<file path="src/rtl/mult_pkg.sv">
// Shared types and constants for the iterative shift-add / Booth multiplier.
package mult_pkg;

  typedef enum logic [1:0] {
    IDLE = 2'd0,
    CALC = 2'd1,
    DONE = 2'd2
  } state_e;

  // Iteration counter width; counts 0 .. WIDTH-1.
  function automatic int CNT_W(input int width);
    return (width < 2) ? 1 : $clog2(width);
  endfunction

  // Booth step codes on {Q[0], q-1}.
  localparam logic [1:0] BOOTH_NOP0 = 2'b00;
  localparam logic [1:0] BOOTH_ADD  = 2'b01;
  localparam logic [1:0] BOOTH_SUB  = 2'b10;
  localparam logic [1:0] BOOTH_NOP1 = 2'b11;

endpackage

</file>
<file path="src/rtl/mult_fsm.sv">
// Control for seq_multiplier: state, iteration counter, busy/done, abort.
// load/step/last are combinational strobes consumed by the datapath registers.
module mult_fsm
  import mult_pkg::*;
#(
  parameter int WIDTH = 32
) (
  input  logic clk,
  input  logic rst,
  input  logic start,
  input  logic abort,
  output logic busy,
  output logic done,
  output logic load,
  output logic step,
  output logic last
);

  localparam int CW = CNT_W(WIDTH);
  localparam logic [CW-1:0] LAST_CNT = CW'(WIDTH - 1);

  state_e        state_q, state_d;
  logic [CW-1:0] cnt_q, cnt_d;
  logic          busy_q, done_q;

  always_comb begin
    state_d = state_q;
    cnt_d   = cnt_q;
    load    = 1'b0;
    step    = 1'b0;
    last    = 1'b0;
    unique case (state_q)
      IDLE, DONE: begin
        state_d = IDLE;
        // abort is deliberately ignored here; start wins in IDLE/DONE
        if (start) begin
          state_d = CALC;
          cnt_d   = '0;
          load    = 1'b1;
        end
      end
      CALC: begin
        if (abort) begin
          state_d = IDLE;
          cnt_d   = '0;
        end else begin
          step = 1'b1;
          if (cnt_q == LAST_CNT) begin
            state_d = DONE;
            cnt_d   = '0;
            last    = 1'b1;
          end else begin
            cnt_d = cnt_q + 1'b1;
          end
        end
      end
      default: state_d = IDLE;
    endcase
  end

  always_ff @(posedge clk or posedge rst) begin
    if (rst) begin
      state_q <= IDLE;
      cnt_q   <= '0;
      busy_q  <= 1'b0;
      done_q  <= 1'b0;
    end else begin
      state_q <= state_d;
      cnt_q   <= cnt_d;
      busy_q  <= (state_d == CALC);
      done_q  <= (state_d == DONE);
    end
  end

  assign busy = busy_q;
  assign done = done_q;

endmodule

</file>
<file path="src/rtl/seq_multiplier.sv">
// Iterative multiplier: one shift-add (unsigned) or radix-2 Booth (signed)
// step per clock; product registered and held until the next completion.
module seq_multiplier
  import mult_pkg::*;
#(
  parameter int WIDTH = 32
) (
  input  logic                 clk,
  input  logic                 rst,
  input  logic                 start,
  input  logic                 signed_mode,
  input  logic                 abort,
  input  logic [WIDTH-1:0]     multiplicand,
  input  logic [WIDTH-1:0]     multiplier,
  output logic                 busy,
  output logic                 done,
  output logic [2*WIDTH-1:0]   product
);

  logic load, step, last;

  mult_fsm #(.WIDTH(WIDTH)) u_fsm (
    .clk   (clk),
    .rst   (rst),
    .start (start),
    .abort (abort),
    .busy  (busy),
    .done  (done),
    .load  (load),
    .step  (step),
    .last  (last)
  );

  logic [WIDTH-1:0]   m_q, q_q, q_d;
  logic [WIDTH:0]     a_q, a_d, m_ext, a_sum;
  logic               mode_q, qm1_q, qm1_d;
  logic [2*WIDTH-1:0] product_q;

  // A has one guard bit so Booth on M = -2^(WIDTH-1) cannot overflow,
  // and in unsigned mode the same bit holds the add carry.
  always_comb begin
    m_ext = mode_q ? {m_q[WIDTH-1], m_q} : {1'b0, m_q};
    a_sum = a_q;
    if (mode_q) begin
      unique case ({q_q[0], qm1_q})
        BOOTH_ADD: a_sum = a_q + m_ext;
        BOOTH_SUB: a_sum = a_q - m_ext;
        default:   a_sum = a_q;
      endcase
    end else if (q_q[0]) begin
      a_sum = a_q + m_ext;
    end
    a_d   = {mode_q & a_sum[WIDTH], a_sum[WIDTH:1]};
    q_d   = {a_sum[0], q_q[WIDTH-1:1]};
    qm1_d = q_q[0];
  end

  always_ff @(posedge clk or posedge rst) begin
    if (rst) begin
      m_q       <= '0;
      q_q       <= '0;
      a_q       <= '0;
      mode_q    <= 1'b0;
      qm1_q     <= 1'b0;
      product_q <= '0;
    end else if (load) begin
      m_q    <= multiplicand;
      q_q    <= multiplier;
      mode_q <= signed_mode;
      a_q    <= '0;
      qm1_q  <= 1'b0;
    end else if (step) begin
      a_q   <= a_d;
      q_q   <= q_d;
      qm1_q <= qm1_d;
      if (last) product_q <= {a_d[WIDTH-1:0], q_d};
    end
  end

  assign product = product_q;

endmodule

</file>
<file path="config.mk">
export PLATFORM = sky130hd
export DESIGN_NAME = seq_multiplier
export DESIGN_NICKNAME = d
export VERILOG_FILES = /design/src/rtl/mult_pkg.sv /design/src/rtl/mult_fsm.sv /design/src/rtl/seq_multiplier.sv
export SDC_FILE = /design/constraint.sdc
export NUM_CORES = 1
export LEC_CHECK = 0
export BUFFER_PORTS_ARGS = -buffer_cell sky130_fd_sc_hd__buf_2
export CORE_AREA = 2 2 172 174
export DETAILED_ROUTE_END_ITERATION = 8
export DIE_AREA = 0 0 174 176
export GPL_ROUTABILITY_DRIVEN = 0
export GPL_TIMING_DRIVEN = 0
export PLACE_DENSITY_LB_ADDON = 0.05
export RECOVER_POWER = 50
export SYNTH_ARGS = -nofsm -noshare
export SYNTH_HDL_FRONTEND = slang
export SYNTH_HIERARCHICAL = 1
export SYNTH_SLANG_ARGS = --single-unit
</file>
<file path="constraint.sdc">
create_clock -name clk -period 4.99 [get_ports clk]
set_input_delay 0.998 -clock clk [delete_from_list [all_inputs] [get_ports clk]]
set_output_delay 0.998 -clock clk [all_outputs]
set_load 0.05 [all_outputs]
</file>
Word-level counts from Yosys, hierarchy flattened
Cells that the tools add are included.
{ "word_totals": {"regBits": 172, "latchBits": 0, "ram_bits": 0, "rom_bits": 0, "input_bits": 69, "word_cells": 54, "n_memories": 0} }
{ "op_classes": {"n_addsub": 3, "multipliers": 0, "div_mod_pow": 0, "magnitude_cmp": 0, "eq_ne": 8, "n_shift": 0, "mux": 25, "bitwise_logic": 2, "reduce_logical": 6} }
{ "ops": {"columns": ["op", "n"], "rows": [
  ["2-to-1 mux 33 bit", 5],
  ["case mux 33 bit (2 select lines)", 1],
  ["2-to-1 mux 32 bit", 2],
  ["adder 33 bit", 1],
  ["subtractor 33 bit", 1],
  ["2-to-1 mux 5 bit", 3],
  ["2-to-1 mux 1 bit", 10],
  ["case mux 5 bit (2 select lines)", 1],
  ["equality test 2 x 1 -> 1 bit, second input constant", 3],
  ["equality test 2 bit, second input constant", 3],
  ["adder 5 x 1 -> 5 bit, second input constant", 1],
  ["equality test 5 bit, second input constant", 1],
  ["2-to-1 mux 2 bit", 2],
  ["case mux 2 bit (2 select lines)", 1],
  ["nonzero test 2 bit", 2],
  ["AND reduction 3 bit", 1],
  ["zero test 2 bit", 1],
  ["inequality test 2 bit, second input constant", 1],
  ["AND reduction 2 bit", 1],
  ["OR reduction 2 bit", 1],
  ["AND 1 bit", 1],
  ["NOT 1 bit", 1]
]} }

Depth between registers and ports, before layout
{ "depth": {"depth_word": 7, "ltp_mapped": 14, "depth_no_buf": 14} }

Hierarchy
Netlist, hierarchy kept.
{ "by_module_without_submodules": {"columns": ["module", "n_inst", "cells_per_inst", "area_each_um2", "seq_area_each_um2"], "rows": [
  ["seq_multiplier", 1, 1310, 10890.4, 4078.9],
  ["mult_fsm", 1, 37, 417.9, 225.2]
]} }

Worst setup path before layout
No wires, ideal clock.
{ "synth_timing": {"kind": "flip-flop to flip-flop", "from": "register a_q[0]", "to": "register a_q[27]", "setup_time_ns": 0.110, "arrival_ns": 2.954, "required_time_ns": 4.880, "slack_ns": 1.926, "stages_incl_launch_ff": 14, "cell_sequence": "dfrtp_1 ha_1 inv_1 fa_1 o21ba_2 o21a_1 a31oi_2 a31oi_1 o211ai_2 nand2_1 a221oi_2 xnor2_1 a221oi_1 o41ai_1"} }
{ "synth_between": {"elab_chain_cells": 5, "elab_cells_between_ends": 7, "cone_classes": "add/sub: 2; mux: 5"} }
{ "synth_lines": {"columns": ["element", "line", "rtl"], "rows": [
  ["start: declaration", "seq_multiplier.sv:35", "logic [WIDTH:0] a_q, a_d, m_ext, a_sum;"],
  ["start signal: assignment", "seq_multiplier.sv:62", "a_q <= '0;"],
  ["start signal: assignment", "seq_multiplier.sv:70", "a_q <= '0;"],
  ["start signal: assignment", "seq_multiplier.sv:73", "a_q <= a_d;"],
  ["subtractor 33 bit or adder 33 bit (tied branches)", "seq_multiplier.sv:47, seq_multiplier.sv:46, seq_multiplier.sv:51", null],
  ["case mux 33 bit (2 select lines) or 2-to-1 mux 33 bit (tied branches)", "seq_multiplier.sv:45, seq_multiplier.sv:50", null],
  ["2-to-1 mux 33 bit (*)", "seq_multiplier.sv:44", "if (mode_q) begin"],
  ["2-to-1 mux 33 bit (*)", "seq_multiplier.sv:72", "end else if (step) begin"],
  ["2-to-1 mux 33 bit (*)", "seq_multiplier.sv:66", "end else if (load) begin"]
]} }
Every way passes the cells marked *; elsewhere a longest branch is shown, timed or not. The select of a mux whose other input is x is not followed.
A chain may end at the register's enable or synchronous reset.

Worst setup path in the final report
Same ends and word-level chain as after synthesis.

==> summary by stage <==
Power and ir drop
Summed over all nets, the switching power comes to ~3.0 mW. Summed over all cells, the static leakage comes to 5.93 nW. Power spread over the standard cell area amounts to between 400 and 500 mW/mm². The share of total power dissipated in the clock network is 0.205. Of the total power, combinational logic draws 0.510.

The final total power is about 6.4 mW. Of the total power, the share spent switching nets is 0.464. The internal power contribution is ~3.4 mW. The maximum ir drop on the vdd rail is about 0.31 mV.

The sequential fraction of design power is 0.285.

GRT
The largest net degree at the start of global routing is 40. Across every metal layer, demand over resource in global routing totals 0.265. The initial antenna violation count is 1. The via count of the first global-routing pass was about 10,000. The total overflow left after global routing is 0.

The first global-routing pass estimated approximately 62,000 µm of wire.

Synthesis
The synthesized design contains 0 enable-type register cells. The compound-cell area share of the yosys netlist was 0.255. The sequential share of the synthesized area is 0.381. In the post-synthesis netlist, the biggest area contributors are dfrtp_1, nand2_1, ha_1. Synthesis produced approximately 1,300 cells.

The main combinational cell family by area after synthesis is compound AO/OA/AOI/OAI gates. Of the total synthesized cell area, the portion taken by XOR and XNOR cells is 0.0279. The post-synthesis adder-cell area fraction is 0.0788. Of the total synthesized cell area, the portion taken by AND, OR, NAND and NOR gates is 0.169.

For this run, the number of Yosys warnings is 6. The number of distinct library cell variants in the gate-level netlist after synthesis is 82. Among all flip-flop cells after synthesis, the most frequent one is dfrtp_1. After synthesis the cells add up to approximately 0.011 mm². In this run, synthesis produced a sequential element count of between 150 and 200. Of the post-synthesis cell area, the dominant cell type holds 0.381.

The average cell area after synthesis is 8.40 µm². Counting flops with an async set or reset pin after synthesis yields a share of 1.00. The number of nets in the synthesized netlist is approximately 1,500. The cell type with the largest total area after synthesis is dfrtp_1. The mux cell area share after synthesis is 0.0321.

Flow run
The max-capacitance violation count is 2.

Timing
The highest clock frequency the design can meet is 256 MHz. The final period demand of the worst path is 3910 ps. Clock skew on the completed layout was measured at 14.2 ps.

The hold slack is ~470 ps. The max-slew violation count came to a little under 80. In this run the tightest slew margin relative to its limit is -0.427. The transition time of the tightest slew-check pin is around 2100 ps. The final count of hold timing violations was 0.

Setup repair after global routing left no endpoint under its margin. The setup total negative slack is 0 ps. Dividing the final minimum period by the clock period gives 0.784. Setup violations remaining at the end of the flow were counted as 0.

Detailed routing
The number of design-rule violations left by the first detailed-router iteration is 911. After detailed routing, the average wire length per cell comes to approximately 21 µm. The pre-antenna-repair detailed-routing pass consisted of 6 iterations.

The number of nets with antenna violations after routing is 0. The aggregate routed wire length is approximately 40,000 µm. The number of vias in the routed layout is approximately 11,000. After detailed routing, the number of vias per cell comes to 5.68. In the routed design, unresolved DRC markers number 0.

Clocking
The count of hold-fix buffers inserted at cts is 0. Clock tree synthesis selected as its root buffer the cell clkbuf_16. Counting the buffers created by CTS gives 17.

The clock-pin transition on the worst setup and hold timing paths is roughly 80 ps. The number of buffers on the longest clock path is 2. The CTS tree is yes. The post-CTS resize count is 0. The buffer count from post-CTS setup fixing is 0. The source-to-sink clock delay at the later pin of the worst-skew pair is around 460 ps.

The number of sinks on the clock net is between 150 and 200. In this run the number of H-tree levels came out at 4.

Critical path
At the worst endpoint, the arrival time is about 4200 ps. For the worst setup path, the data required time is 5320 ps. The peak fanout along the critical path is 5. The critical path is of the reg -> reg type.

The launching element type of the critical path is a flop. Measured in cells, the most critical reg-to-reg path has a length of 13. The startpoint of the most critical register-to-register path is a_q[0]$_DFFE_PP0P_.

The flop-to-flop setup slack is 1080 ps. The kind of capture point of the worst setup path is a flop. The worst register-to-register path ends at a_q[27]$_DFFE_PP0P_.

Place
The total placed instance area is 0.0125 mm². Input and output buffers added on the ports amount to between 100 and 150. The placed wire-length estimate is between 20,000 and 30,000 µm. The cell count after placement is 1,869.

Outcome
The checks that failed: capacitance limit, slew limit. The run finished, with violations left.

Floorplanning
For this configuration, the core starts out at a cell density of 0.396. The standard cell core area is 0.0285 mm². From bottom edge to top edge, the die measures 176 µm. The number of core rows is just over 60. The die covers just over 0.03 mm². The chip width is roughly 170 µm. In this run the count of I/O pins placed on the die edge is 135.

Hold path
Along the worst hold path, the cell count comes to 2. The path class of the tightest hold or removal check is reg -> reg. The worst hold path begins at product[48]$_DFFE_PP0P_. The destination of the worst hold path is product[48]$_DFFE_PP0P_.

Final layout
The count of cells in the finished layout, fillers not included, comes to ~1,900. The final net count is ~1,600. Of the cells placed in the final design, the portion with a size suffix greater than 1 is 0.125. The repair_antennas step left the layout with diodes totalling 0. The final design area excluding fillers is approximately 0.013 mm². Compared with the post-synthesis result, the final layout area differs by 15.2%.
cells by family (layout without fill, tap and decap cells):
family	after synthesis	after routing
flip-flops	172	172
buffers and inverters	164	334
AND/OR/NAND/NOR	437	437
multiplexers	36	36
AO/OA/AOI/OAI	432	432
XOR/XNOR	36	36
adder cells (fa/ha/maj)	70	70
power groups by stage:
stage | clock network [mW] | registers, mW | logic (mW)
5_1_grt | 1.40 | 1.86 | 3.57
4_1_cts | 1.35 | 1.82 | 3.20
3_5_place_dp | 0 | 1.85 | 3.19
6_report | 1.32 | 1.83 | 3.26
2_1_floorplan | 0 | 1.78 | 2.32
3_3_place_gp | 0 | 1.85 | 3.17
per-stage QoR:
step | setup WS (ps) | utilization
global route | 472 | 0.456
global placement | 644 | 0.437
detailed placement | 1120 | 0.439
finish | 1080 | 0.456
floorplan | 1920 | -
CTS | 1150 | 0.459
routing by layer:
metal	global-route usage	share of wire	vias up	routed length, µm
li1	-	-	5091	-
met1	0.380	0.46	5232	18300
met2	0.400	0.44	413	17600
met3	0.0342	0.057	69	2250
met4	0.115	0.036	2	1420
met5	0	0.00033	-	13
worst max-delay path, stage by stage (launching register included):
cell	delay, ps
dfrtp_1	400
ha_1	200
inv_1	60
fa_1	440
o21ba_2	240
o21a_1	200
a31oi_2	260
a31oi_1	250
o211ai_2	440
nand2_1	230
a221oi_2	300
xnor2_1	170
a221oi_1	150
o41ai_1	430
placed cells by master, fill, tap and decap left out, drive strengths merged, types with 5 or more instances in the layout:
master / instances
a2111oi: 5
a211oi: 29
a21boi: 6
a21o: 11
a21oi: 83
a221o: 9
a221oi: 22
a31oi: 18
and2: 9
and3: 7
buf: 123
clkbuf: 114
clkinv: 9
dfrtp: 172
ha: 68
inv: 86
mux2i: 34
nand2: 235
nand2b: 18
nand3: 15
nand4: 7
nor2: 91
nor2b: 13
nor3: 22
nor4: 6
o211ai: 10
o21a: 7
o21ai: 140
o21bai: 15
o221ai: 17
o22ai: 9
o31ai: 11
xnor2: 32
final cells by class:
type                       instances  area (µm²)
fill                            3027       15500
multi-input combinational       1011        6360
sequential                       172        4300
timing repair buffer             138         671
tap                              384         480
clock buffer                      20         467
inverter                          85         320
buffer                            79         318
clock inverter                    12         104
how the worst max path moves through the flow:
stage | slack, ps | from | to | depth (start not counted)
6_report | 1080 | a_q[0]$_DFFE_PP0P_ | a_q[27]$_DFFE_PP0P_ | 13
5_1_grt | 470 | rst | a_q[9]$_DFFE_PP0P_ | 5
4_1_cts | 1150 | a_q[1]$_DFFE_PP0P_ | a_q[27]$_DFFE_PP0P_ | 12
3_5_place_dp | 1120 | abort | product[56]$_DFFE_PP0P_ | 10
3_3_place_gp | 640 | rst | a_q[9]$_DFFE_PP0P_ | 2
2_1_floorplan | 1920 | rst | a_q[0]$_DFFE_PP0P_ | 1
cell usage after synthesis (8+ instances only):
master / number
nor2b_1: 13
o21ai_0: 134
nor2_1: 91
nor3_1: 21
inv_1: 79
ha_1: 68
buf_2: 8
mux2i_1: 34
a211oi_1: 29
nand2b_1: 18
o221ai_1: 16
o22ai_1: 9
nand3_1: 15
nand2_1: 235
a221oi_1: 20
a21oi_1: 80
dfrtp_1: 172
clkbuf_1: 65
o31ai_1: 10
o211ai_1: 9
a21o_1: 11
xnor2_1: 32
a221o_1: 9
a31oi_1: 17
o21bai_1: 15
state kept, by name (all words and copies together), names as in the netlist:
signal         count
mode_q             1
a_q               33
u_fsm/state_q      2
u_fsm/cnt_q        5
qm1_q              1
m_q               32
u_fsm/done         1
product           64
u_fsm/busy         1
q_q               32
Note: power is estimated with default switching activity, not from simulation.
